File: config.mk
export PLATFORM = sky130hd
export DESIGN_NAME = ddr_burst_arbiter
export DESIGN_NICKNAME = d
export VERILOG_FILES = /design/src/rtl/ddr_arb_pkg.sv /design/src/rtl/rr_pick4.sv /design/src/rtl/ddr_burst_arbiter.sv
export SDC_FILE = /design/constraint.sdc
export NUM_CORES = 1
export LEC_CHECK = 0
export BUFFER_PORTS_ARGS = -buffer_cell sky130_fd_sc_hd__buf_2
export CAP_MARGIN = 15
export CELL_PAD_IN_SITES_DETAIL_PLACEMENT = 1
export CELL_PAD_IN_SITES_GLOBAL_PLACEMENT = 2
export CORE_AREA = 2 2 396 398
export DETAILED_ROUTE_END_ITERATION = 10
export DIE_AREA = 0 0 398 400
export GPL_TIMING_DRIVEN = 1
export PLACE_DENSITY = 0.34
export SYNTH_ARGS = -nofsm -noshare
export SYNTH_HDL_FRONTEND = slang
export SYNTH_HIERARCHICAL = 1
export SYNTH_SLANG_ARGS = --single-unit
File: constraint.sdc
create_clock -name ui_clk -period 5.31 [get_ports ui_clk]
set_clock_uncertainty 0.05 [all_clocks]
set_input_delay 1.062 -clock ui_clk [delete_from_list [all_inputs] [get_ports ui_clk]]
set_output_delay 1.062 -clock ui_clk [all_outputs]
set_load 0.005 [all_outputs]
File: src/rtl/ddr_arb_pkg.sv
`default_nettype none
// ============================================================================
// Module      : ddr_arb_pkg
// Description : Shared constants for the DDR burst arbiter: default bus
//               widths, FSM state encodings and grant codes.
// Revision    : 1.0 - initial release
// ============================================================================
package ddr_arb_pkg;

    localparam int c_ADDR_WIDTH_DEF = 28;
    localparam int c_DATA_WIDTH_DEF = 128;
    localparam int c_LEN_WIDTH      = 10;

    // Arbiter FSM states
    localparam logic [1:0] c_ST_IDLE    = 2'd0;
    localparam logic [1:0] c_ST_ISSUE   = 2'd1;
    localparam logic [1:0] c_ST_BUSY    = 2'd2;
    localparam logic [1:0] c_ST_RELEASE = 2'd3;

    // Grant codes; bit 0 distinguishes read (1) from write (0), bit 1 the channel
    localparam logic [1:0] c_GNT_CH0_WR = 2'd0;
    localparam logic [1:0] c_GNT_CH0_RD = 2'd1;
    localparam logic [1:0] c_GNT_CH1_WR = 2'd2;
    localparam logic [1:0] c_GNT_CH1_RD = 2'd3;

    // True when the grant code refers to a read port
    function automatic logic gnt_is_rd(input logic [1:0] gnt);
        return gnt[0];
    endfunction

endpackage : ddr_arb_pkg
`default_nettype wire

File: src/rtl/rr_pick4.sv
`default_nettype none
// ============================================================================
// Module      : rr_pick4
// Description : Combinational 4-way round-robin picker. The search starts at
//               the requester after the last grant and wraps modulo 4.
// Revision    : 1.0 - initial release
// ============================================================================
module rr_pick4 (
    input  logic [3:0] i_req,
    input  logic [1:0] i_last_grant,
    output logic [1:0] o_winner,
    output logic       o_valid
);

    logic [1:0] w_idx;

    // Walk the four slots starting at last_grant+1; the first active one wins
    always_comb begin
        o_winner = 2'd0;
        o_valid  = 1'b0;
        w_idx    = 2'd0;
        for (int i = 1; i <= 4; i++) begin
            w_idx = i_last_grant + 2'(i);
            if (!o_valid && i_req[w_idx]) begin
                o_winner = w_idx;
                o_valid  = 1'b1;
            end
        end
    end

endmodule : rr_pick4
`default_nettype wire

File: src/rtl/ddr_burst_arbiter.sv
`default_nettype none
// ============================================================================
// Module      : ddr_burst_arbiter
// Description : Round-robin arbiter granting one of four burst requesters
//               (ch0/ch1 x write/read) access to a single DDR controller
//               port. Exactly one burst is outstanding at any time.
// Revision    : 1.0 - initial release
// ============================================================================
module ddr_burst_arbiter
    import ddr_arb_pkg::*;
#(
    parameter int ADDR_WIDTH = c_ADDR_WIDTH_DEF,
    parameter int DATA_WIDTH = c_DATA_WIDTH_DEF
) (
    input  logic                   ui_clk,
    input  logic                   ui_clk_sync_rst,
    input  logic                   init_calib_complete,
    // channel 0 write
    input  logic                   ch0_wr_burst_req,
    input  logic [9:0]             ch0_wr_burst_len,
    input  logic [ADDR_WIDTH-1:0]  ch0_wr_burst_addr,
    input  logic [DATA_WIDTH-1:0]  ch0_wr_burst_data,
    output logic                   ch0_wr_burst_data_req,
    output logic                   ch0_wr_burst_finish,
    // channel 0 read
    input  logic                   ch0_rd_burst_req,
    input  logic [9:0]             ch0_rd_burst_len,
    input  logic [ADDR_WIDTH-1:0]  ch0_rd_burst_addr,
    output logic                   ch0_rd_burst_data_valid,
    output logic                   ch0_rd_burst_finish,
    output logic [DATA_WIDTH-1:0]  ch0_rd_burst_data,
    // channel 1 write
    input  logic                   ch1_wr_burst_req,
    input  logic [9:0]             ch1_wr_burst_len,
    input  logic [ADDR_WIDTH-1:0]  ch1_wr_burst_addr,
    input  logic [DATA_WIDTH-1:0]  ch1_wr_burst_data,
    output logic                   ch1_wr_burst_data_req,
    output logic                   ch1_wr_burst_finish,
    // channel 1 read
    input  logic                   ch1_rd_burst_req,
    input  logic [9:0]             ch1_rd_burst_len,
    input  logic [ADDR_WIDTH-1:0]  ch1_rd_burst_addr,
    output logic                   ch1_rd_burst_data_valid,
    output logic                   ch1_rd_burst_finish,
    output logic [DATA_WIDTH-1:0]  ch1_rd_burst_data,
    // controller write port
    output logic                   wr_burst_req,
    output logic [9:0]             wr_burst_len,
    output logic [ADDR_WIDTH-1:0]  wr_burst_addr,
    output logic [DATA_WIDTH-1:0]  wr_burst_data,
    input  logic                   wr_burst_data_req,
    input  logic                   wr_burst_finish,
    // controller read port
    output logic                   rd_burst_req,
    output logic [9:0]             rd_burst_len,
    output logic [ADDR_WIDTH-1:0]  rd_burst_addr,
    input  logic                   rd_burst_data_valid,
    input  logic                   rd_burst_finish,
    input  logic [DATA_WIDTH-1:0]  rd_burst_data,
    // status
    output logic [1:0]             grant,
    output logic                   busy
);

    logic [1:0]             r_state;
    logic [1:0]             w_next_state;
    logic [1:0]             r_grant;
    logic [1:0]             r_last_grant;
    logic                   r_wr_req;
    logic [9:0]             r_wr_len;
    logic [ADDR_WIDTH-1:0]  r_wr_addr;
    logic                   r_rd_req;
    logic [9:0]             r_rd_len;
    logic [ADDR_WIDTH-1:0]  r_rd_addr;

    logic [3:0]             w_req;
    logic [1:0]             w_pick;
    logic                   w_pick_valid;
    logic                   w_start;
    logic                   w_ctrl_fin;
    logic [9:0]             w_win_len;
    logic [ADDR_WIDTH-1:0]  w_win_addr;

    // Request vector bit order matches the grant codes
    assign w_req = {ch1_rd_burst_req, ch1_wr_burst_req, ch0_rd_burst_req, ch0_wr_burst_req};

    rr_pick4 u_rr_pick4 (
        .i_req        (w_req),
        .i_last_grant (r_last_grant),
        .o_winner     (w_pick),
        .o_valid      (w_pick_valid)
    );

    // A new burst may only start from IDLE once calibration is done
    assign w_start    = (r_state == c_ST_IDLE) && init_calib_complete && w_pick_valid;
    // Finish from the controller port that matches the current owner
    assign w_ctrl_fin = gnt_is_rd(r_grant) ? rd_burst_finish : wr_burst_finish;

    // Select the winning requester's length and address for latching
    always_comb begin
        w_win_len  = ch0_wr_burst_len;
        w_win_addr = ch0_wr_burst_addr;
        case (w_pick)
            c_GNT_CH0_RD: begin w_win_len = ch0_rd_burst_len; w_win_addr = ch0_rd_burst_addr; end
            c_GNT_CH1_WR: begin w_win_len = ch1_wr_burst_len; w_win_addr = ch1_wr_burst_addr; end
            c_GNT_CH1_RD: begin w_win_len = ch1_rd_burst_len; w_win_addr = ch1_rd_burst_addr; end
            default:      begin w_win_len = ch0_wr_burst_len; w_win_addr = ch0_wr_burst_addr; end
        endcase
    end

    // State register
    always_ff @(posedge ui_clk or posedge ui_clk_sync_rst) begin
        if (ui_clk_sync_rst) begin
            r_state <= c_ST_IDLE;
        end else begin
            r_state <= w_next_state;
        end
    end

    // Next-state logic
    always_comb begin
        w_next_state = r_state;
        case (r_state)
            c_ST_IDLE:    if (w_start) w_next_state = c_ST_ISSUE;
            c_ST_ISSUE:   w_next_state = c_ST_BUSY;
            c_ST_BUSY:    if (w_ctrl_fin) w_next_state = c_ST_RELEASE;
            c_ST_RELEASE: w_next_state = c_ST_IDLE;
            default:      w_next_state = c_ST_IDLE;
        endcase
    end

    // Burst command registers: latched on the IDLE->ISSUE edge so the
    // controller req rises one cycle after IDLE sees the request, then held
    // stable until the controller finishes
    always_ff @(posedge ui_clk or posedge ui_clk_sync_rst) begin
        if (ui_clk_sync_rst) begin
            r_grant      <= c_GNT_CH0_WR;
            r_last_grant <= c_GNT_CH1_RD;
            r_wr_req     <= 1'b0;
            r_wr_len     <= '0;
            r_wr_addr    <= '0;
            r_rd_req     <= 1'b0;
            r_rd_len     <= '0;
            r_rd_addr    <= '0;
        end else begin
            if (w_start) begin
                r_grant <= w_pick;
                if (gnt_is_rd(w_pick)) begin
                    r_rd_req  <= 1'b1;
                    r_rd_len  <= w_win_len;
                    r_rd_addr <= w_win_addr;
                end else begin
                    r_wr_req  <= 1'b1;
                    r_wr_len  <= w_win_len;
                    r_wr_addr <= w_win_addr;
                end
            end
            if ((r_state == c_ST_BUSY) && w_ctrl_fin) begin
                r_wr_req <= 1'b0;
                r_rd_req <= 1'b0;
            end
            if (r_state == c_ST_RELEASE) begin
                r_last_grant <= r_grant;
            end
        end
    end

    // Output decode: handshakes are forwarded to the owner only while BUSY
    always_comb begin
        busy                    = 1'b0;
        ch0_wr_burst_data_req   = 1'b0;
        ch0_wr_burst_finish     = 1'b0;
        ch0_rd_burst_data_valid = 1'b0;
        ch0_rd_burst_finish     = 1'b0;
        ch1_wr_burst_data_req   = 1'b0;
        ch1_wr_burst_finish     = 1'b0;
        ch1_rd_burst_data_valid = 1'b0;
        ch1_rd_burst_finish     = 1'b0;
        if ((r_state == c_ST_ISSUE) || (r_state == c_ST_BUSY)) begin
            busy = 1'b1;
        end
        if (r_state == c_ST_BUSY) begin
            case (r_grant)
                c_GNT_CH0_WR: begin
                    ch0_wr_burst_data_req = wr_burst_data_req;
                    ch0_wr_burst_finish   = wr_burst_finish;
                end
                c_GNT_CH0_RD: begin
                    ch0_rd_burst_data_valid = rd_burst_data_valid;
                    ch0_rd_burst_finish     = rd_burst_finish;
                end
                c_GNT_CH1_WR: begin
                    ch1_wr_burst_data_req = wr_burst_data_req;
                    ch1_wr_burst_finish   = wr_burst_finish;
                end
                default: begin
                    ch1_rd_burst_data_valid = rd_burst_data_valid;
                    ch1_rd_burst_finish     = rd_burst_finish;
                end
            endcase
        end
    end

    assign wr_burst_req      = r_wr_req;
    assign wr_burst_len      = r_wr_len;
    assign wr_burst_addr     = r_wr_addr;
    assign rd_burst_req      = r_rd_req;
    assign rd_burst_len      = r_rd_len;
    assign rd_burst_addr     = r_rd_addr;
    assign grant             = r_grant;

    // Write data follows the channel bit of the grant; read data is shared
    assign wr_burst_data     = r_grant[1] ? ch1_wr_burst_data : ch0_wr_burst_data;
    assign ch0_rd_burst_data = rd_burst_data;
    assign ch1_rd_burst_data = rd_burst_data;

endmodule : ddr_burst_arbiter
`default_nettype wire

==> results.txt <==
----------------------------------------------------
[Outcome]
  Run status ... finished, final reports clean

[Synth]
  Synth Cell Area ... about 7500 um2
  Post-Synth XOR/XNOR Area ... 0
  Share of synthesized area occupied by flip-flops and latches ... 0.280
  Multiplexer share of the synthesized area ... 0.303
  Total number of yosys warnings ... 6
  Synth unique cells ... 33
  Count of mapped cells out of synthesis ... 786
  Synth Area in Adders ... 0.00500
  Post-synthesis register bit count ... 84
  Simple-gate portion of the synthesized area ... 0.0583
  Compound-Gate Fraction of Synth Area ... 0.0611
  Post-Synthesis Net Count ... around 1.3k
  Number of enable flip-flop cells after synthesis ... 0
  Share of synthesized registers carrying an async set or reset ... 1.00
  Average instance area after synthesis ... 9.55 um2
  Main synth FF type ... sky130_fd_sc_hd__dfrtp_1
  Dominant combinational cell family by area after synthesis ... multiplexers

[Critical path]
  Worst path required time ... about 4.2 ns
  Cell family contributing the most delay on the critical path ... buffers and inverters
  Worst reg-to-reg path cell count ... 7
  Largest fanout on the critical path ... 54
  Cell breakdown of the critical path ... buf_4 > mux2_2 > buf_2
  CP Buf/Inv Count ... 2
  Start point of the critical path ... grant[1]
  Worst Setup Start Kind ... flip-flop
  Critical Path End Type ... output port
  Class of the most critical setup path ... flip-flop to output port
  Crit path largest cell delay ... 0.83 ns
  Worst setup path endpoint ... wr_burst_data[17]
  Stages on worst setup path ... 3
  Worst path arrival time ... between 2 and 3 ns
  Slowest cell on crit path ... sky130_fd_sc_hd__buf_4
  Worst reg2reg startpoint ... r_last_grant[1]
  Setup slack of the worst register-to-register path ... approximately 2.9 ns
  Worst reg2reg endpoint ... rd_burst_addr[4]

[Timing]
  Final Hold Viols ... 0
  Post-route setup TNS ... 0 ns
  Maximum frequency from static timing analysis ... 256 MHz
  Worst-case headroom to the max-slew limit ... 0.355
  Final period util ... 0.735
  Crit path setup slack, layout ... 1.41 ns
  Slew at the pin with the worst max-slew slack ... just under 1 ns
  Number of slew-limit violations in the final report ... 0
  Hold WS ... 0.430 ns
  Final setup violation count ... 0
  Final critical delay including setup and external delays ... between 3 and 4 ns
  Unrepaired setup endpoints after global routing ... false

[Die]
  Site Rows ... 145
  CORE AREA ... ~160000 um2
  Chip height ... 400 um
  Chip width ... roughly 400 um
  Area of the die ... approximately 160000 um2
  Initial cell density of the core ... 0.0484
  Number of top-level pins ... 1020

[Drt]
  Average vias per placed instance ... 2.38
  WL per Instance ... about 35 um
  Number of vias in the routed layout ... 7750
  Length of the first detailed-routing pass in iterations ... 4
  Number of violations reported at the end of detailed-routing iteration 0 ... between 300 and 400
  Routed Antenna Nets ... 0
  Routed wire length ... 114000 um
  Number of remaining DRC errors ... 0

[Layout]
  Finished Core Util ... 0.0752
  Area taken by multi-input logic gates ... 3240 um2
  Register area ... between 2000 and 2500 um2
  Most common cell after layout, fill and taps aside ... sky130_fd_sc_hd__buf_2
  Share of layout cells above drive strength 1 ... 0.699
  Total of fill cells in the finished design ... 18.6k
  Count of placed standard cells in the final layout, fillers left out ... 3250
  Final layout net count ... ~1.7k
  Commonest non-fill, non-tap cells in the layout ... sky130_fd_sc_hd__buf_2, sky130_fd_sc_hd__mux2_2, sky130_fd_sc_hd__nand2_1
  Area growth from synthesis to layout ... 55.4%

[Hold path]
  Hold crit path type ... flip-flop to flip-flop

[Placement]
  Half-perimeter wire length of the detailed placement result ... 108000 um
  Final weighted congestion in routability-driven placement ... about 0.79
  Worst-case setup slack after placement ... 1.77 ns
  Total of buffers placed on input and output ports ... 635
  Number of placed instances with taps included ... 3190

[Clock tree]
  H-tree Lvls ... 3
  Post-CTS clock slew at the launch and capture registers of the worst setup and hold paths ... 0.07 ns
  Clock tree from TritonCTS ... built
  Number of buffers added by the clock tree synthesis step ... 9
  Root Buffer ... sky130_fd_sc_hd__clkbuf_16
  Worst-Skew Late Latency ... 0.42 ns
  Resized Gates After CTS ... 0
  Count of buffers added by post-CTS timing repair for setup ... 0
  Clock tree buffer depth ... 2
  Cts hold-fix bufs ... 0
  CTS sink cnt ... 84

[Global route]
  Total congestion overflow after global routing ... 0
  Maximum number of pins on one net before global-route repair ... 55
  Global router's overall resource usage ... 0.139
  Initial antenna violation count ... 118
  Number of global-route vias before repair ... 8156
  Global-route wire length before repair ... 131000 um

[Pwr]
  Share of total power in sequential cells ... 0.231
  Pleak ... ~5.2 nW
  Ratio of total power to cell area ... between 400 and 500 nW/um2
  Comb power frac ... 0.615
  Psw ... 2.55 mW
  Maximum ir drop on the vdd rail ... 0.148 mV
  Clock power frac ... 0.154
  Sw Ratio ... 0.496
  Internal power ... 2.59 mW

[Flow run]
  Maximum Capacitance Violations ... 0

----------------------------------------------------
kinds of logic after synthesis:
| family | count (synthesis) |
|---|---|
| DFF | 84 |
| muxes | 210 |
| AOI/OAI and AO/OA | 85 |
| adders and majority gates | 3 |
| buffers and inverters | 305 |
| and+or+nand+nor | 99 |
cell usage after synthesis, drive strengths merged (2+ instances only):
master | count | share of area
ha | 3 | 0.0050
mux2 | 133 | 0.20
clkbuf | 10 | 0.0052
o21ai | 76 | 0.051
mux2i | 77 | 0.10
and4b | 2 | 0.0027
nand2 | 82 | 0.041
dfrtp | 82 | 0.27
a22oi | 2 | 0.0020
dfstp | 2 | 0.0070
nand2b | 3 | 0.0025
a21oi | 3 | 0.0025
and4 | 2 | 0.0023
inv | 7 | 0.0035
buf | 288 | 0.28
nor2 | 2 | 0.0010
nor3 | 2 | 0.0013
through the flow:
step / power, mW / instance area (um2)
final: 5.14 / 11700
after CTS: 5.38 / 11600
after global routing: 5.55 / 11600
after detailed placement: 4.53 / 11200
after floorplan: 2.63 / 7510
after global placement: 4.50 / 11200
worst min path at each step:
stage                           start           endpoint  slack (ns)  cells past startpoint
global route          rd_burst_len[0]    rd_burst_len[0]        0.46                      2
finish                rd_burst_len[0]    rd_burst_len[0]        0.43                      2
CTS                   rd_burst_len[0]    rd_burst_len[0]        0.44                      2
detailed placement    rd_burst_len[0]    rd_burst_len[0]        0.42                      2
global placement      rd_burst_len[2]    rd_burst_len[2]        0.41                      2
floorplan           rd_burst_addr[18]  rd_burst_addr[18]        0.42                      2
area by class of cell:
| cell class | count | share of cell area |
|---|---|---|
| clock buffer | 9 | 0.0193 |
| antenna | 44 | 0.00943 |
| clock inverter | 7 | 0.00879 |
| timing repair buffer | 644 | 0.281 |
| inverter | 7 | 0.00247 |
| tap | 2058 | 0.221 |
| multi-input combinational | 397 | 0.278 |
| sequential | 84 | 0.181 |
tightest hold or removal path: stages (launching register included):
cell and delay, ns:
sky130_fd_sc_hd__dfrtp_1 0.34, sky130_fd_sc_hd__nand2_1 0.05, sky130_fd_sc_hd__o21ai_0 0.06
metal layers:
metal  track usage  share of wire  vias to the layer above
met1         0.187           0.45                     3599
li1              -              -                     3162
met5             0         0.0030                        -
met2         0.192           0.40                      797
met4        0.0321          0.021                       52
met3        0.0724           0.13                      140
state kept, by name (all words and copies together), names as in the netlist:
register / flops
rd_burst_len: 10
wr_burst_addr: 28
wr_burst_req: 1
rd_burst_req: 1
grant: 2
wr_burst_len: 10
rd_burst_addr: 28
r_state: 2
r_last_grant: 2
power by group through the flow:
stage          registers, mW  clock network, mW  logic [mW]
5_1_grt                 1.24              0.871        3.44
2_1_floorplan           1.12                  0        1.51
4_1_cts                 1.20              0.855        3.32
6_report                1.19              0.791        3.16
3_5_place_dp            1.21                  0        3.32
3_3_place_gp            1.19                  0        3.31
Power figures use the tool's default switching activity.
